===== config.mk =====
export PLATFORM = sky130hd
export DESIGN_NAME = cache_refill_ctrl
export DESIGN_NICKNAME = d
export VERILOG_FILES = /design/src/rtl/cache_refill_ctrl.sv
export SDC_FILE = /design/constraint.sdc
export NUM_CORES = 1
export LEC_CHECK = 0
export ABC_AREA = 1
export CAP_MARGIN = 0
export CORE_AREA = 3 3 256 258
export CTS_BUF_LIST = sky130_fd_sc_hd__clkbuf_8
export DETAILED_ROUTE_END_ITERATION = 10
export DIE_AREA = 0 0 259 261
export GPL_TIMING_DRIVEN = 0
export HOLD_SLACK_MARGIN = 0.03
export SLEW_MARGIN = 10
export SYNTH_ARGS = -nofsm -noshare
export SYNTH_HDL_FRONTEND = slang
export SYNTH_SLANG_ARGS = --single-unit

===== constraint.sdc =====
create_clock -name clk -period 1.6 [get_ports clk]
set_clock_uncertainty 0.2 [all_clocks]
set_input_delay 0.24 -clock clk [delete_from_list [all_inputs] [get_ports clk]]
set_output_delay 0.24 -clock clk [all_outputs]
set_load 0.005 [all_outputs]

===== src/rtl/cache_refill_ctrl.sv =====
`default_nettype none
// ============================================================================
// Module   : cache_refill_ctrl
// Purpose  : Read-request controller in front of a 4-line x 4-word
//            direct-mapped cache with a 1-bit tag. A lookup that hits returns
//            the cached word. A lookup that misses fetches the whole line from
//            memory one word at a time, loads it into the cache over the
//            one-hot line-load bus, looks up again and returns the word.
//            First-lookup hits and misses are counted in saturating counters.
// Revision : 1.0  initial release
// ----------------------------------------------------------------------------
// Ports
//   clk, rst        clock; synchronous active-low reset
//   cpu_req/addr    read request, held with its address until cpu_ready
//   cpu_ready/rdata one-cycle completion pulse with registered read data
//   cache_tag/index/offset  lookup controls, taken from the latched address
//   cache_load_bus  one-hot line load (bit LINES-1-i loads line i)
//   cache_line_bus  fill data, line i word w in slot 4i+w counted from MSB
//   cache_hit/data  combinational lookup result from the cache
//   mem_req/addr    word read request to memory, held until mem_ack
//   mem_ack/rdata   memory word return
//   hit_cnt/miss_cnt saturating first-lookup statistics
// ============================================================================
module cache_refill_ctrl #(
  parameter  int WIDTH      = 32,
  parameter  int CACHE_SIZE = 16,
  parameter  int CNT_W      = 16,
  localparam int c_WORDS    = 4,
  localparam int c_LINES    = CACHE_SIZE / c_WORDS,
  localparam int c_OFF_W    = $clog2(c_WORDS),
  localparam int c_IDX_W    = $clog2(c_LINES),
  localparam int c_ADDR_W   = 1 + $clog2(CACHE_SIZE)
) (
  input  logic                          clk,
  input  logic                          rst,
  input  logic                          cpu_req,
  input  logic [c_ADDR_W-1:0]           cpu_addr,
  output logic                          cpu_ready,
  output logic [WIDTH-1:0]              cpu_rdata,
  output logic                          cache_tag,
  output logic [c_IDX_W-1:0]            cache_index,
  output logic [c_ADDR_W-2:0]           cache_offset,
  output logic [c_LINES-1:0]            cache_load_bus,
  output logic [WIDTH*CACHE_SIZE-1:0]   cache_line_bus,
  input  logic                          cache_hit,
  input  logic [WIDTH-1:0]              cache_data,
  output logic                          mem_req,
  output logic [c_ADDR_W-1:0]           mem_addr,
  input  logic                          mem_ack,
  input  logic [WIDTH-1:0]              mem_rdata,
  output logic [CNT_W-1:0]              hit_cnt,
  output logic [CNT_W-1:0]              miss_cnt
);

  localparam logic [CNT_W-1:0]   c_CNT_ONE   = {{(CNT_W-1){1'b0}}, 1'b1};
  localparam logic [c_OFF_W-1:0] c_OFF_ONE   = {{(c_OFF_W-1){1'b0}}, 1'b1};
  localparam logic [c_OFF_W-1:0] c_LAST_WORD = '1;

  typedef enum logic [2:0] {
    S_IDLE   = 3'd0,
    S_LOOKUP = 3'd1,
    S_FILL   = 3'd2,
    S_LOAD   = 3'd3,
    S_RESP   = 3'd4
  } state_t;

  state_t                         r_state;
  logic [c_ADDR_W-1:0]            r_addr;
  logic                           r_second;   // set for the lookup that follows a fill
  logic [c_OFF_W-1:0]             r_cnt;
  logic [c_WORDS-1:0][WIDTH-1:0]  r_buf;
  logic                           r_mem_req;
  logic                           r_ready;
  logic [WIDTH-1:0]               r_rdata;
  logic [c_LINES-1:0]             r_load_bus;
  logic [CNT_W-1:0]               r_hit_cnt;
  logic [CNT_W-1:0]               r_miss_cnt;

  logic [c_IDX_W-1:0]             w_index;
  logic [c_LINES-1:0]             w_load_onehot;

  assign w_index      = r_addr[c_ADDR_W-2:c_OFF_W];
  assign cache_tag    = r_addr[c_ADDR_W-1];
  assign cache_index  = w_index;
  assign cache_offset = r_addr[c_ADDR_W-2:0];
  assign mem_addr     = {r_addr[c_ADDR_W-1:c_OFF_W], r_cnt};

  assign cpu_ready      = r_ready;
  assign cpu_rdata      = r_rdata;
  assign mem_req        = r_mem_req;
  assign cache_load_bus = r_load_bus;
  assign hit_cnt        = r_hit_cnt;
  assign miss_cnt       = r_miss_cnt;

  // Line i is loaded by bit LINES-1-i, so the MSB selects line 0.
  always_comb begin
    w_load_onehot = '0;
    for (int i = 0; i < c_LINES; i++) begin
      if (w_index == i[c_IDX_W-1:0]) begin
        w_load_onehot[c_LINES-1-i] = 1'b1;
      end
    end
  end

  // The fill buffer appears only in the slot of the line being loaded; the
  // load bus is non-zero only during LOAD, so every slot is zero otherwise.
  for (genvar l = 0; l < c_LINES; l++) begin : g_line
    for (genvar w = 0; w < c_WORDS; w++) begin : g_word
      assign cache_line_bus[WIDTH*(CACHE_SIZE-(l*c_WORDS+w))-1 -: WIDTH] =
        r_load_bus[c_LINES-1-l] ? r_buf[w] : '0;
    end
  end

  always_ff @(posedge clk) begin
    if (!rst) begin
      r_state    <= S_IDLE;
      r_addr     <= '0;
      r_second   <= 1'b0;
      r_cnt      <= '0;
      r_buf      <= '0;
      r_mem_req  <= 1'b0;
      r_ready    <= 1'b0;
      r_rdata    <= '0;
      r_load_bus <= '0;
      r_hit_cnt  <= '0;
      r_miss_cnt <= '0;
    end else begin
      r_ready <= 1'b0;
      case (r_state)
        S_IDLE: begin
          if (cpu_req) begin
            r_addr   <= cpu_addr;
            r_second <= 1'b0;
            r_state  <= S_LOOKUP;
          end
        end

        S_LOOKUP: begin
          if (cache_hit) begin
            r_rdata <= cache_data;
            r_ready <= 1'b1;
            if (!r_second && !(&r_hit_cnt)) begin
              r_hit_cnt <= r_hit_cnt + c_CNT_ONE;
            end
            r_state <= S_RESP;
          end else begin
            // A miss on the post-fill lookup simply refills again.
            if (!r_second && !(&r_miss_cnt)) begin
              r_miss_cnt <= r_miss_cnt + c_CNT_ONE;
            end
            r_cnt     <= '0;
            r_mem_req <= 1'b1;
            r_state   <= S_FILL;
          end
        end

        S_FILL: begin
          if (r_mem_req) begin
            if (mem_ack) begin
              r_buf[r_cnt] <= mem_rdata;
              r_cnt        <= r_cnt + c_OFF_ONE;
              r_mem_req    <= 1'b0;       // one idle cycle after every ack
              if (r_cnt == c_LAST_WORD) begin
                r_load_bus <= w_load_onehot;
                r_state    <= S_LOAD;
              end
            end
          end else begin
            r_mem_req <= 1'b1;
          end
        end

        S_LOAD: begin
          r_load_bus <= '0;
          r_second   <= 1'b1;
          r_state    <= S_LOOKUP;
        end

        S_RESP: begin
          r_state <= S_IDLE;
        end

        default: begin
          r_state <= S_IDLE;
        end
      endcase
    end
  end

endmodule
`default_nettype wire


# Yosys cells after proc, flatten, opt, wreduce, memory -nomap -nowiden

Cells that the tools add are included.

Register bits after elaboration: 209
Bits of input ports: 74
Logic and storage cells: 100

$add $sub $neg: 3
Magnitude comparators: 2
Equal/unequal tests: 12
Muxes and demuxes: 44
Bitwise operators: 1
Reductions and logical operators: 24

Operator list:

| cell                                                | count |
|---|---|
| two-way mux 32 bit                                  | 17 |
| bitwise mux 128 bit                                 | 1 |
| demux 32 bit (select 2 bit)                         | 1 |
| adder 16 x 1 -> 16 bit, second input constant       | 2 |
| AND reduction 16 bit                                | 2 |
| two-way mux 3 bit                                   | 5 |
| two-way mux 4 bit                                   | 3 |
| case mux 3 bit (4 select lines)                     | 1 |
| AND reduction 4 bit                                 | 3 |
| != test 2 bit, second input constant                | 5 |
| AND reduction 2 bit                                 | 5 |
| two-way mux 1 bit                                   | 9 |
| AND reduction 3 bit                                 | 3 |
| case mux 4 bit (2 select lines)                     | 1 |
| equality test 2 bit, second input constant          | 3 |
| equality test 3 x 2 -> 1 bit, second input constant | 2 |
| two-way mux 2 bit                                   | 3 |
| nonzero test 2 bit                                  | 3 |
| case mux 1 bit (2 select lines)                     | 2 |
| case mux 2 bit (2 select lines)                     | 1 |
| equality test 3 x 1 -> 1 bit, second input constant | 1 |
| logical AND 1 bit                                   | 3 |
| zero test 1 bit                                     | 3 |
| zero test 3 bit                                     | 1 |
| other kinds (6)                                     | 6 |

# Logic depth before layout (Yosys ltp)

Gate-level depths: netlist of the first run.

Depth in word-level cells: 6
Mapped depth: 11
Depth with buffers taken out: 10

# Worst setup path after synthesis of the first run

OpenSTA, ideal clock, no wires.

Kind: reg2reg
Start: register r_hit_cnt[0], in the netlist hit_cnt[0]
End: register r_hit_cnt[15], in the netlist hit_cnt[15]
Library setup time: 115 ps
Data arrival time: 1406 ps
Data required time: 1285 ps
Path slack: -120 ps
Cell stages (with the launch flop): 10
Path buffers: 1
Cell sequence: dfxtp_1 -> ha_1 -> nand2_1 -> nor2_1 -> nand2_1 -> nor2_1 -> nor2_2 -> buf_2 -> a21oi_1 -> nor2_1

Cells in the longest elaborated chain, start to end: 4

Ends and longest elaborated chain:

| element                                                        | line | source |
|---|---|---|
| start: declaration                                             | 76   | `logic [CNT_W-1:0] r_hit_cnt;` |
| start signal: assignment                                       | 143  | `r_hit_cnt <= r_hit_cnt + c_CNT_ONE;` |
| branches (longest 4 deep; another with adder 16 x 1 -> 16 bit) | n/a  |  |

Parallel ways; which one is timed is not known.
A chain may end at the register's enable or synchronous reset.

# Worst setup path after layout of the first run

Start: register r_load_bus[0], in the netlist cache_load_bus[0]
End: output port cache_line_bus[102]

Cells in the longest elaborated chain, start to end: 1

Ends and longest elaborated chain:

| element                  | line | source |
|---|---|---|
| start: declaration       | 75   | `logic [c_LINES-1:0] r_load_bus;` |
| start signal: assignment | 164  | `r_load_bus <= w_load_onehot;` |
| two-way mux 32 bit       | 110  | `r_load_bus[c_LINES-1-l] ? r_buf[w] : '0;` |
| end: declaration         | 44   | `output logic [WIDTH*CACHE_SIZE-1:0] cache_line_bus,` |

No other way between the ends.

==> out/qor.csv, run 1 <==
metric;value;unit
Die Area;67600;um^2
RSZ-0062 raised after global routing;true;
CP required;1.16;ns
GRT met1 Usage;24.30;%
Yosys reg bits;209;
Hold Fails Final Rpt;0;
die height;261;um
Hold Crit Class;input pin to flop;
starting density of the core;19.32;%
Clock Latency Late Sink;0.61;ns
WL per Instance;19.54;um
area grow syn2layout;107.7;%
crit share post-route;158.8;%
Leak;17.93;nW
Comb pwr share;28.2;%
fraction of registers with async set/reset;0;%
met3 Track Usage GR;4.361;%
Clock power frac;38.7;%
# clock sinks;209;
Final ANT Viol Nets;0;
met2 GRT Util;37.13;%
std cell rows;92;
reg2reg end;r_buf[126];
Vias;17287;
CP max FO;7;
PwrDens;660.4;nW/um^2
post-synth cell types;29;
leading area contributor after synthesis;dfxtp_1;
Power, Total;16.75;mW
num ports;668;
CP peak stage delay;0.49;ns
Sw Share;30.09;%
CTS tree;yes;
sequential share of power;33.1;%
VDD IR max;0.4949;mV
top_reg_cell synth;dfxtp_1;
All-Layer GR Usage;20.38;%
Yosys warning total;0;
CP endpoint kind;output port;
FF-to-FF Start;r_state[0];
P_sw;5.039;mW
Post-synth EDFFs;0;
vias in the first global route;14997;
failing checks;negative setup slack;
# nets final;3343;
routability cong.;0.8704;
Pint;11.71;mW
sequential-to-total area share from yosys stat;34.27;%
CP Class;flop to output port;
hold_sp;cache_data[4];
clk buf depth;3;
worst-path cell chain;buf_4 -> buf_6 -> clkbuf_16 -> nand2_1 -> inv_1 -> clkdlybuf4s50_1;
Slowest cell on crit path;clkdlybuf4s50_1;
WP buf/inv;5;
Detailed Routing Iterations Pass 1;5;
Hold Path Sink;cpu_rdata[4];
number of max-cap violations;0;
DR DRC count;0;
Min-Delay Path Depth;3;
Slew Viols, Final;0;
TritonCTS Buffers;44;
initial antenna violation count;3;
slack of the critical path;-0.9412;ns
commonest non-fill, non-tap cell in the layout;nand2_1;
vias per inst;4.169;
slack of the worst reg-to-reg path;-0.67;ns
setup TNS;-438.26;ns
min cycle time layout;2.541;ns
max_slew headroom;43.63;%
critical path data arrival time;2.10;ns
clock transition at the registers of the reported paths;0.06;ns
Initial DRC Count;1078;
largest net degree at the start of global routing;13;
Cells after Synth;2206;
I/O Buffers;666;
CP delay by family, top;buffers and inverters;
Synth top area share;34.27;%
DP Worst Slack;-1.981;ns
run status;complete, but fails checks;
DPL Wire Length;54.25;mm
worst r2r path cells;9;
worst-margin pin slew;0.8456;ns
Die X;259;um
core area;63200;um^2
synth top area cells;dfxtp_1 (34%), nand2_1 (21%), inv_1 (18%);
most crowded layer after global routing;met2;
CP startpoint kind;flop;
synthesized area per cell;5.534;um^2
most frequent cells in the layout;nand2_1 (519), inv_1 (515), nor2_1 (335), buf_4 (220), dfxtp_1 (201);
# setup viols final;790;
CTS root buffer;clkbuf_8;
WL final;81.02;mm
H-Tree Depth;2;
Post-Syn Area;12210;um^2
share of cells above drive strength 1;32.02;%
grt ovf;0;
global-route wire length before repair;101.3;mm
syn_nets;2286;
Max Freq;393.5;MHz
-- power by group through the flow --
stage	Clock, mW	Sequential (mW)	Combinational, mW
floorplan	0	5.57	0.859
global placement	0	5.62	2.02
detailed placement	0	5.62	2.02
CTS	6.70	5.53	3.07
global route	6.90	5.55	4.95
finish	6.48	5.54	4.73
-- per-layer routing --
metal	part of all wire [%]	vias up	wire length (um)
li1	-	8402	-
met1	40	7953	32370
met2	50	784	40680
met3	6.9	148	5555
met4	3.0	0	2406
met5	0	-	0
-- metrics by stage --
stage	cells	area (um^2)	utilization, %	hold slack, ns
after CTS	3897	22840	36.14	0.04419
after detailed placement	3718	19970	31.61	0.2436
after global routing	4145	25350	40.12	0.06386
final	4147	25360	40.13	0.1067
after floorplan	2206	12250	-	0.1749
after global placement	3718	19970	31.60	0.2360
-- sequential cells by signal, summed over array words and instances (netlist names) --
register / count
miss_cnt: 16
r_second: 1
cpu_ready: 1
hit_cnt: 16
cpu_rdata: 32
r_state: 3
mem_req: 1
r_addr: 5
cache_load_bus: 4
r_cnt: 2
r_buf: 128
-- Yosys cell counts, drive strengths merged (3+ instances only) --
cell type  instances
nand2            689
inv              581
nor2             340
dfxtp            209
o21ai            139
clkbuf            86
a21oi             63
nand3             42
buf               35
ha                 6
nor3               6
nand4              3
-- worst min-delay path, stage by stage --
cell and delay (ns):
clkdlybuf4s50_1 0.47, nand2_1 0.09, a21oi_1 0.05
-- final cells by class --
type | count | area (um^2)
fillers | 6626 | 37840
clock buffers | 57 | 784.5
clock inverters | 24 | 196.4
diodes | 3 | 7.507
inverters | 581 | 2181
plain buffers | 118 | 1534
well taps | 846 | 1059
repair buffers | 1014 | 9420
flip-flops and latches | 209 | 4204
multi-input cells | 1295 | 5972
-- worst max-delay path by stage --
| stage | start | end | slack, ns | depth (start not counted) |
|---|---|---|---|---|
| final | cache_load_bus[0] | cache_line_bus[102] | -0.94 | 6 |
| after global routing | cache_load_bus[0] | cache_line_bus[102] | -1.04 | 6 |
| after CTS | cache_load_bus[1] | cache_line_bus[156] | -1.04 | 5 |
| after detailed placement | cache_load_bus[3] | cache_line_bus[482] | -1.98 | 5 |
| after global placement | cache_load_bus[3] | cache_line_bus[482] | -1.98 | 5 |
| after floorplan | hit_cnt[0] | hit_cnt[15] | -0.004 | 9 |
-- what timing repair did --
| item | in CTS | in global routing |
|---|---|---|
| hold buffers | 27 | 0 |
| gates resized for setup | 661 | 1067 |
| endpoints found under the setup margin | 791 | 799 |
| pin swaps | 1 | 0 |
| endpoints found under the hold margin | 27 | 0 |
| buffers inserted | 59 | 216 |
| gates cloned | 12 | 40 |
-- kinds of logic (layout without fill, tap and decap cells) --
logic type,count (synthesis),in the layout,synth area share (%)
xor+xnor,1,1,0.07176
flops,209,209,34.27
simple gates,1083,1083,34.31
compound gates,205,205,8.455
buf+inv,702,1794,22.27
other cells,0,3,0
fa+ha+maj,6,6,0.6149
No activity file was read; power rests on OpenSTA's default activity.
==> run 2, diff against run 1 <==
--- a/config.mk
+++ b/config.mk
@@ -6,7 +6,7 @@
 export NUM_CORES = 1
 export LEC_CHECK = 0
 export ABC_AREA = 1
-export CAP_MARGIN = 0
+export CAP_MARGIN = 5
 export CORE_AREA = 3 3 256 258
 export CTS_BUF_LIST = sky130_fd_sc_hd__clkbuf_8
 export DETAILED_ROUTE_END_ITERATION = 10
==> results of run 2 <==
Final layout, timing and power as in run 1 (identical DEF).
==> run 3, diff against run 2 <==
--- a/config.mk
+++ b/config.mk
@@ -7,12 +7,13 @@
 export LEC_CHECK = 0
 export ABC_AREA = 1
 export CAP_MARGIN = 5
-export CORE_AREA = 3 3 256 258
+export CORE_AREA = 2 2 262 264
 export CTS_BUF_LIST = sky130_fd_sc_hd__clkbuf_8
 export DETAILED_ROUTE_END_ITERATION = 10
-export DIE_AREA = 0 0 259 261
+export DIE_AREA = 0 0 264 266
 export GPL_TIMING_DRIVEN = 0
 export HOLD_SLACK_MARGIN = 0.03
+export MAX_ROUTING_LAYER = met4
 export SLEW_MARGIN = 10
 export SYNTH_ARGS = -nofsm -noshare
 export SYNTH_HDL_FRONTEND = slang
==> run 3 against run 2 <==
Via count up 2.2%; flip-flop and latch count stayed put; non-clock buffer count is 84 higher; first-iteration DRC count decreased by 17%; highest routed layer unchanged; the flow still finishes with violations (negative setup slack); sequential power is essentially flat; cell area grew 7.2%.
==> out/qor.csv, run 3 (synthesis results as in run 1) <==
metric;value;unit
run status;complete, but fails checks;
failing checks;negative setup slack;
worst r2r path cells;9;
# clock sinks;209;
Vias;17662;
commonest non-fill, non-tap cell in the layout;inv_1;
worst-margin pin slew;0.7722;ns
core area;67750;um^2
Die X;264;um
die height;266;um
Slew Viols, Final;0;
# nets final;3427;
Initial DRC Count;890;
I/O Buffers;666;
reg2reg end;r_buf[75];
share of cells above drive strength 1;44.16;%
Hold Fails Final Rpt;0;
largest net degree at the start of global routing;12;
Hold Crit Class;input pin to flop;
Power, Total;17.64;mW
Final ANT Viol Nets;0;
slack of the worst reg-to-reg path;-0.48;ns
max reg flops;128;
crit share post-route;158.2;%
grt ovf;0;
min cycle time layout;2.531;ns
PwrDens;648.9;nW/um^2
DR DRC count;0;
FF-to-FF Start;r_state[2];
routability cong.;0.8742;
All-Layer GR Usage;20.86;%
# setup viols final;788;
starting density of the core;18.02;%
CTS tree;yes;
clock transition at the registers of the reported paths;0.05;ns
Die Area;70220;um^2
CP max FO;7;
Max Freq;395.1;MHz
Clock Latency Late Sink;0.61;ns
DPL Wire Length;52.67;mm
CP Class;flop to output port;
initial antenna violation count;4;
CP endpoint kind;output port;
CTS root buffer;clkbuf_8;
slack of the critical path;-0.9309;ns
number of max-cap violations;0;
global-route wire length before repair;104.8;mm
std cell rows;96;
critical path data arrival time;2.09;ns
Leak;17.98;nW
CP required;1.16;ns
num ports;668;
WL final;80.76;mm
vias in the first global route;15602;
RSZ-0062 raised after global routing;true;
Critical Path Start;cache_load_bus[3];
critical path endpoint;cache_line_bus[415];
setup TNS;-430.54;ns
CP startpoint kind;flop;
clk buf depth;3;
max_slew headroom;48.52;%
TritonCTS Buffers;44;
area grow syn2layout;122.7;%
VDD IR max;0.5745;mV
Top reg by flops;r_buf;
Fillers;6819;
vias per inst;4.136;
H-Tree Depth;2;
Detailed Routing Iterations Pass 1;5;
WL per Instance;18.91;um
most frequent cells in the layout;inv_1 (409), nand2_1 (372), nor2_1 (332), buf_6 (295), nand2_2 (236);
-- run 3: cell count changes in the layout (fill, tap and decap cells not counted), moves of 39 or more --
cell,before,now
inv_2,77,177
dlymetal6s2s_1,138,73
buf_6,92,295
buf_2,147,199
nand2_2,127,236
nand2_4,42,81
inv_1,515,409
nand2_1,519,372
buf_4,220,149
-- run 3: worst min path at each step --
stage | cells past startpoint | endpoint | start
finish | 3 | cpu_rdata[10] | cache_data[10]
global route | 3 | cpu_rdata[24] | cache_data[24]
CTS | 3 | cpu_rdata[24] | cache_data[24]
detailed placement | 2 | r_addr[0] | r_addr[0]
global placement | 2 | r_addr[0] | r_addr[0]
floorplan | 2 | r_buf[127] | mem_rdata[31]
-- run 3: critical path, cell delays in order, from the launching register on --
cell,delay [ns]
dfxtp_4,0.42
clkbuf_16,0.20
buf_4,0.13
clkbuf_16,0.15
buf_8,0.13
buf_4,0.11
nand2_2,0.06
inv_2,0.07
clkdlybuf4s15_2,0.19
-- run 3: layout make-up --
class / instances / area, um^2 / share of cell area (%)
Inverter: 581 / 2208 / 8.123
Buffer: 106 / 1305 / 4.800
Tap cell: 882 / 1104 / 4.059
Multi-Input combinational cell: 1295 / 6541 / 24.06
Timing Repair Buffer: 1110 / 10810 / 39.75
Clock buffer: 53 / 729.5 / 2.683
Antenna cell: 5 / 12.51 / 0.04602
Clock inverter: 29 / 265.3 / 0.9757
Sequential cell: 209 / 4214 / 15.50
-- run 3: where the power goes --
part	switching (mW)	leakage, nW	internal [mW]	total (mW)
registers	0.168	1.70	5.35	5.52
clock network	2.78	0.548	3.83	6.61
logic	2.35	15.7	3.17	5.51
-- run 3: per-layer routing --
layer / track usage, % / routed length (um)
met3: 3.567 / 4751
met1: 24.55 / 33230
met5: - / 0
met2: 35.47 / 39180
met4: 8.062 / 3607
-- run 3: stage by stage --
step	area (um^2)	hold WS, ns	worst slack (ns)	instances	util (%)
after global routing	27180	0.07481	-1.011	4269	40.13
after floorplan	12250	0.1749	-0.004210	2206	-
after detailed placement	20020	0.2425	-1.915	3754	29.55
after CTS	24220	0.04574	-1.034	4077	35.75
after global placement	20020	0.2355	-2.182	3754	29.55
final	27190	0.1080	-0.9309	4270	40.13
-- run 3: what timing repair did --
| item | CTS | global route |
|---|---|---|
| setup buffers | 183 | 220 |
| hold buffers | 28 | 0 |
| resized for setup | 1483 | 1262 |
| endpoints found under the setup margin | 791 | 800 |
| hold endpoints to repair | 28 | 0 |
| gates cloned | 31 | 16 |
| pin swaps | 1 | 6 |
